===== config.mk =====
export PLATFORM = sky130hd
export DESIGN_NAME = mips_fetch_stage_flat
export DESIGN_NICKNAME = d
export VERILOG_FILES = /design/src/rtl/mips_fetch_stage_if.sv /design/src/rtl/mips_fetch_stage.sv /design/src/flat_wrapper.sv
export SDC_FILE = /design/constraint.sdc
export NUM_CORES = 1
export LEC_CHECK = 0
export BUFFER_PORTS_ARGS = -buffer_cell sky130_fd_sc_hd__buf_2
export CAP_MARGIN = 20
export CORE_UTILIZATION = 44
export CTS_BUF_LIST = sky130_fd_sc_hd__clkbuf_8
export DETAILED_ROUTE_END_ITERATION = 10
export PLACE_DENSITY_LB_ADDON = 0.25
export SYNTH_ARGS = -nofsm -noshare
export SYNTH_HDL_FRONTEND = slang
export SYNTH_SLANG_ARGS = --single-unit

===== constraint.sdc =====
create_clock -name clock -period 3.2 [get_ports clock]
set_input_delay 0.32 -clock clock [delete_from_list [all_inputs] [get_ports clock]]
set_output_delay 0.32 -clock clock [all_outputs]
set_load 0.005 [all_outputs]

===== src/rtl/mips_fetch_stage_if.sv =====
// Fetch-stage bus: program-load port, BEQ redirect inputs and the valid/ready
// instruction stream toward decode, plus the visible fetch PC.
interface mips_fetch_stage_if;
  logic        load_en;
  logic [31:0] load_addr;
  logic [31:0] load_data;
  logic        branch_taken;
  logic [31:0] branch_pc4;
  logic [15:0] branch_imm;
  logic        out_ready;
  logic        out_valid;
  logic [31:0] out_instr;
  logic [31:0] out_pc4;
  logic [31:0] pc;

  // Core/decode side: loads programs, resolves branches, consumes instructions
  modport master (
    output load_en, load_addr, load_data,
    output branch_taken, branch_pc4, branch_imm,
    output out_ready,
    input  out_valid, out_instr, out_pc4, pc
  );

  // Fetch stage side
  modport slave (
    input  load_en, load_addr, load_data,
    input  branch_taken, branch_pc4, branch_imm,
    input  out_ready,
    output out_valid, out_instr, out_pc4, pc
  );
endinterface


===== src/rtl/mips_fetch_stage.sv =====
// MIPS instruction-fetch stage: PC, word-addressed instruction memory, BEQ redirect,
// and a one-deep registered valid/ready output toward decode.
module mips_fetch_stage #(
  parameter int          IMEM_DEPTH = 32,
  parameter logic [31:0] RESET_PC   = 32'h0
) (
  input logic               clock,
  input logic               reset,
  mips_fetch_stage_if.slave ifc
);

  localparam int AW = $clog2(IMEM_DEPTH);

  typedef enum logic [1:0] {
    IDLE  = 2'd0,
    RUN   = 2'd1,
    HOLD  = 2'd2,
    FLUSH = 2'd3
  } state_t;

  state_t         state_q;
  state_t         state_d;
  logic           do_redirect;
  logic           do_fetch;

  logic [31:0]    mem [IMEM_DEPTH];
  logic [31:0]    pc_p0;
  logic           vld_p1;
  logic [31:0]    instr_p1;
  logic [31:0]    pc4_p1;
  logic [AW-1:0]  rd_idx;
  logic [AW-1:0]  wr_idx;
  logic [31:0]    br_target;
  logic           unused_addr_bits;

  // Word-aligned BEQ target; the add wraps at 32 bits like the PC itself.
  function automatic logic [31:0] redirect_target(input logic [31:0] pc4,
                                                  input logic [15:0] imm);
    logic signed [31:0] off;
    logic        [31:0] base;
    off  = {{14{imm[15]}}, imm, 2'b00};
    base = {pc4[31:2], 2'b00};
    return base + $unsigned(off);
  endfunction

  assign rd_idx    = pc_p0[AW+1:2];
  assign wr_idx    = ifc.load_addr[AW+1:2];
  assign br_target = redirect_target(ifc.branch_pc4, ifc.branch_imm);

  assign unused_addr_bits = ^{ifc.load_addr[31:AW+2], ifc.load_addr[1:0],
                              ifc.branch_pc4[1:0]};

  always_ff @(posedge clock or posedge reset) begin
    if (reset) state_q <= IDLE;
    else       state_q <= state_d;
  end

  always_comb begin
    state_d = state_q;
    unique case (state_q)
      IDLE:  state_d = RUN;
      RUN: begin
        if (ifc.branch_taken)          state_d = FLUSH;
        else if (vld_p1 && !ifc.out_ready) state_d = HOLD;
        else                           state_d = RUN;
      end
      HOLD: begin
        if (ifc.branch_taken)   state_d = FLUSH;
        else if (ifc.out_ready) state_d = RUN;
        else                    state_d = HOLD;
      end
      FLUSH: begin
        if (ifc.branch_taken) state_d = FLUSH;
        else                  state_d = RUN;
      end
      default: state_d = IDLE;
    endcase
  end

  // FLUSH fetches on its exit edge so the bubble lasts exactly one cycle.
  always_comb begin
    do_redirect = 1'b0;
    do_fetch    = 1'b0;
    unique case (state_q)
      IDLE: begin
        do_redirect = 1'b0;
        do_fetch    = 1'b0;
      end
      RUN: begin
        do_redirect = ifc.branch_taken;
        do_fetch    = !ifc.branch_taken && (!vld_p1 || ifc.out_ready);
      end
      HOLD: begin
        do_redirect = ifc.branch_taken;
        do_fetch    = !ifc.branch_taken && ifc.out_ready;
      end
      FLUSH: begin
        do_redirect = ifc.branch_taken;
        do_fetch    = !ifc.branch_taken;
      end
      default: begin
        do_redirect = 1'b0;
        do_fetch    = 1'b0;
      end
    endcase
  end

  // p0 -> p1: PC read of memory into the decode-facing output register
  always_ff @(posedge clock or posedge reset) begin
    if (reset) begin
      pc_p0    <= RESET_PC;
      vld_p1   <= 1'b0;
      instr_p1 <= 32'h0;
      pc4_p1   <= 32'h0;
    end else if (do_redirect) begin
      pc_p0  <= br_target;
      vld_p1 <= 1'b0;
    end else if (do_fetch) begin
      instr_p1 <= mem[rd_idx];
      pc4_p1   <= pc_p0 + 32'd4;
      vld_p1   <= 1'b1;
      pc_p0    <= pc_p0 + 32'd4;
    end
  end

  // Memory survives reset; a same-edge fetch of this index sees the old word.
  always_ff @(posedge clock) begin
    if (ifc.load_en) mem[wr_idx] <= ifc.load_data;
  end

  assign ifc.out_valid = vld_p1;
  assign ifc.out_instr = instr_p1;
  assign ifc.out_pc4   = pc4_p1;
  assign ifc.pc        = pc_p0;

endmodule


===== src/flat_wrapper.sv =====
// flat-port wrapper written by rule: the top's interface ports become plain ports
module mips_fetch_stage_flat 
#(
  parameter int          IMEM_DEPTH = 32,
  parameter logic [31:0] RESET_PC   = 32'h0
)
  (clock, reset, ifc_load_en, ifc_load_addr, ifc_load_data, ifc_branch_taken, ifc_branch_pc4, ifc_branch_imm, ifc_out_ready, ifc_out_valid, ifc_out_instr, ifc_out_pc4, ifc_pc);
  mips_fetch_stage_if ifc_i ();
  input logic clock;
  input logic reset;
  input wire logic [$bits(ifc_i.load_en)-1:0] ifc_load_en;
  input wire logic [$bits(ifc_i.load_addr)-1:0] ifc_load_addr;
  input wire logic [$bits(ifc_i.load_data)-1:0] ifc_load_data;
  input wire logic [$bits(ifc_i.branch_taken)-1:0] ifc_branch_taken;
  input wire logic [$bits(ifc_i.branch_pc4)-1:0] ifc_branch_pc4;
  input wire logic [$bits(ifc_i.branch_imm)-1:0] ifc_branch_imm;
  input wire logic [$bits(ifc_i.out_ready)-1:0] ifc_out_ready;
  output wire logic [$bits(ifc_i.out_valid)-1:0] ifc_out_valid;
  output wire logic [$bits(ifc_i.out_instr)-1:0] ifc_out_instr;
  output wire logic [$bits(ifc_i.out_pc4)-1:0] ifc_out_pc4;
  output wire logic [$bits(ifc_i.pc)-1:0] ifc_pc;
  assign ifc_i.load_en = ifc_load_en;
  assign ifc_i.load_addr = ifc_load_addr;
  assign ifc_i.load_data = ifc_load_data;
  assign ifc_i.branch_taken = ifc_branch_taken;
  assign ifc_i.branch_pc4 = ifc_branch_pc4;
  assign ifc_i.branch_imm = ifc_branch_imm;
  assign ifc_i.out_ready = ifc_out_ready;
  assign ifc_out_valid = ifc_i.out_valid;
  assign ifc_out_instr = ifc_i.out_instr;
  assign ifc_out_pc4 = ifc_i.out_pc4;
  assign ifc_pc = ifc_i.pc;
  mips_fetch_stage #(.IMEM_DEPTH(IMEM_DEPTH), .RESET_PC(RESET_PC)) u_core (.clock(clock), .reset(reset), .ifc(ifc_i));
endmodule

==> impl_metrics.tcl <==
set metrics [dict create \
    worstSetupStartpointType "flop" \
    min_path_type "primary input to flop" \
    num_rows 116 \
    path_clk_slew_ns 0.06 \
    clockBufferDepth 3 \
    hpwl_mm 67.3 \
    crit_top_cell "buf_4" \
    grt_max_degree 92 \
    wirelength_mm 116 \
    timing.fmax_ghz 0.339 \
    via_per_inst 5.72 \
    areaGrowthSynthToFinish_pct 16.0 \
    grt_pass1_wl_mm 168 \
    path_class "flop to flop" \
    critical_path.max_fanout 24 \
    whs_ns 0.119 \
    dr.pass1.iters 5 \
    p_sw_share_pct 31.5 \
    track_usage_pct 22.6 \
    sequentialPowerShare_pct 43.0 \
    power.switching_uw 12800 \
    yosysSeqAreaShare_pct 73.9 \
    overflow 0 \
    setup_viol 0 \
    hold_viol 0 \
    use_met1_pct 29.5 \
    use_met2_pct 37.7 \
    die_x_um 321 \
    setup_tns_ns 0 \
    combPwrFrac_pct 29.2 \
    drive_gt1_share_pct 26.6 \
    cts_tree "built" \
    intPower_uw 27800 \
    cp_cell_sequence "buf_4 > nand2_2 > buf_4 > o221ai_1 > o22ai_1 > a211oi_1 > o21ai_0 > nand2_1" \
    max-cap-violations 0 \
    h-tree-depth 4 \
    fin_nets 2932 \
    port_buffers 180 \
    cp-end-kind "flop" \
    slew_violations 0 \
    dieArea_um2 103000 \
    die_y_um 321 \
    post-cts-setup-buffers 0 \
    syn_area_um2 44800 \
    arrival_ns 3.70 \
    ys_warn_count 0 \
    vdd_ir_drop_max_mv 0.872 \
    synth-edff-count 1024 \
    avgSynthCellArea_um2 18.7 \
    synth_flop_cell "edfxtp_1" \
    root_buffer "clkbuf_8" \
    antenna_found_initial 3 \
    place.gp.congestion 0.924 \
    pwr-share-clk_pct 27.7 \
    grtUsageMet3_pct 5.14 \
    final_cell_mix "edfxtp_1, mux4_2, clkbuf_8" \
    p_per_area_nw_per_um2 781 \
    cts_hold_buf 47 \
    status "finished, final reports clean" \
    cp.required_ns 3.95 \
    vias 24500 \
    fin_worst_skew_ns 0.0486 \
    ios 214 \
    initial_core_util_pct 44.6 \
    tightest_slew_ns 0.875 \
    grt_pass1_vias 25100 \
    postSynthCellCount 2396 \
    relSlewSlack_pct 41.7 \
    post_cts_resized 0 \
    synth.distinct_cells 60 \
    async_flop_share_pct 8.49 \
    core-area_um2 100000 \
    drc_errors 0 \
    first_iter_violations 2130 \
    insertion_delay_ns 0.84 \
    postRouteAntennaNets 0 \
    cts_buffers 180 \
    ys_seq_elements 1119 \
    layout_commonest_cell "edfxtp_1" \
    p_leak_uw 0.0178 \
    grt-busiest-layer "met2" \
    clock-sinks 1119 \
    timing.final.crit_share_pct 92.2 \
    max_stage_delay_ns 0.52 \
    grt_setup_unrepaired "false" \
    fill_cells 8162 \
    period_minus_slack_ns 2.95 \
    crit_slowest_cell "a211oi_1" \
    routedWlPerCell_um 27.1 \
]
==> per-stage QoR <==
| step | cells | power [µW] | area, µm² | utilization [%] | setup WS [ns] |
|---|---|---|---|---|---|
| floorplan | 2399 | 25400 | 44800 | - | 0.403 |
| global placement | 3908 | 29500 | 48200 | 48.0 | 0.160 |
| detailed placement | 3908 | 29700 | 48200 | 48.0 | 0.196 |
| CTS | 4285 | 41000 | 52000 | 51.8 | 0.282 |
| global route | 4286 | 42500 | 52000 | 51.8 | 0.177 |
| finish | 4286 | 40600 | 52000 | 51.8 | 0.248 |
==> flip-flops by register name (all words and copies together), names as in the netlist <==
name	flops
u_core.state_q	2
u_core.mem	1024
u_core.ifc.out_pc4	30
u_core.ifc.pc	30
u_core.ifc.out_instr	32
u_core.ifc.out_valid	1
==> worst max-delay path, delay by kind of cell, from the launching register on <==
family          cells  cell delay [ns]
buf+inv             2             0.69
compound gates      4             1.19
flops               1             0.48
simple gates        2             0.48
==> logic make-up (layout without fill, tap and decap cells) <==
logic type               Yosys count  count (layout)  share of synthesized area, %
AO/OA/AOI/OAI                    335             335                          4.96
XOR/XNOR                          65              65                          1.27
adder cells (fa/ha/maj)           35              35                         0.994
buffers and inverters            142             671                          1.33
flip-flops                      1119            1119                          73.9
multiplexers                     352             352                          14.1
other                              1               5                       0.00837
AND/OR/NAND/NOR                  347             347                          3.41
==> final cells by class <==
type                            instances  area (µm²)  area share (%)
Timing Repair Buffer                  332        2450            4.71
Tap cell                             1357        1700            3.27
Multi-Input combinational cell       1138       11400            21.9
Antenna cell                            1        2.50         0.00481
Clock inverter                        142         704            1.35
Clock buffer                          188        2590            4.98
Inverter                                9        36.3          0.0698
Sequential cell                      1119       33100            63.7
==> cells in the mapped netlist (all sizes together) (2+ instances only) <==
library cell	n	area (µm²)
a211oi	35	263
a21o	14	105
a21oi	48	240
a221oi	3	26.3
a22oi	5	37.5
a31oi	6	37.5
and2	2	12.5
and3	11	68.8
buf	47	239
clkbuf	86	323
dfrtp	95	2380
edfxtp	1024	30700
ha	34	425
inv	9	33.8
mux2i	128	1280
mux4	224	5040
nand2	183	687
nand2b	4	25.0
nand3	17	85.1
nand3b	5	37.5
nand4	18	113
nor2	73	274
nor2b	7	43.8
nor3	12	60.1
nor4	2	18.8
o211ai	5	37.5
o21a	5	37.5
o21ai	93	469
o21bai	2	15.0
o221ai	64	561
o22ai	39	244
o31ai	5	42.5
o41a	2	22.5
or2	2	12.5
or3	3	18.8
or3b	2	17.5
or4	2	15.0
xnor2	28	245
xor2	37	324
==> worst paths after layout <==
check / from / to / slack (ns) / cells past startpoint
max: u_core.ifc.pc[3]$_DFFE_PP0P_ / u_core.ifc.out_instr[31]$_DFFE_PP0P_ / 0.25 / 8
min: ifc_branch_pc4[13] / u_core.ifc.pc[14]$_DFFE_PP0P_ / 0.12 / 5
max reg2reg: u_core.ifc.pc[3]$_DFFE_PP0P_ / u_core.ifc.out_instr[31]$_DFFE_PP0P_ / 0.25 / 8
min reg2reg: u_core.ifc.out_instr[1]$_DFFE_PP0P_ / u_core.ifc.out_instr[1]$_DFFE_PP0P_ / 0.47 / 2
max in group asynchronous: reset / u_core.ifc.out_instr[24]$_DFFE_PP0P_ / 2.04 / 4
min in group asynchronous: reset / u_core.ifc.out_pc4[18]$_DFFE_PP0P_ / 0.21 / 3
==> routing by layer <==
metal	up-vias	part of all wire, %
met5	-	0.018
met4	4	2.1
met3	180	7.2
met2	995	50
met1	12800	41
li1	10600	-
==> power groups by stage <==
stage          logic (µW)  registers [µW]  clock network [µW]
4_1_cts             12000           17500               11500
5_1_grt             12800           17500               12100
6_report            11900           17500               11300
3_3_place_gp        11800           17700                   0
3_5_place_dp        11900           17700                   0
2_1_floorplan        7880           17500                   0
(Power assumes the default switching activity.)
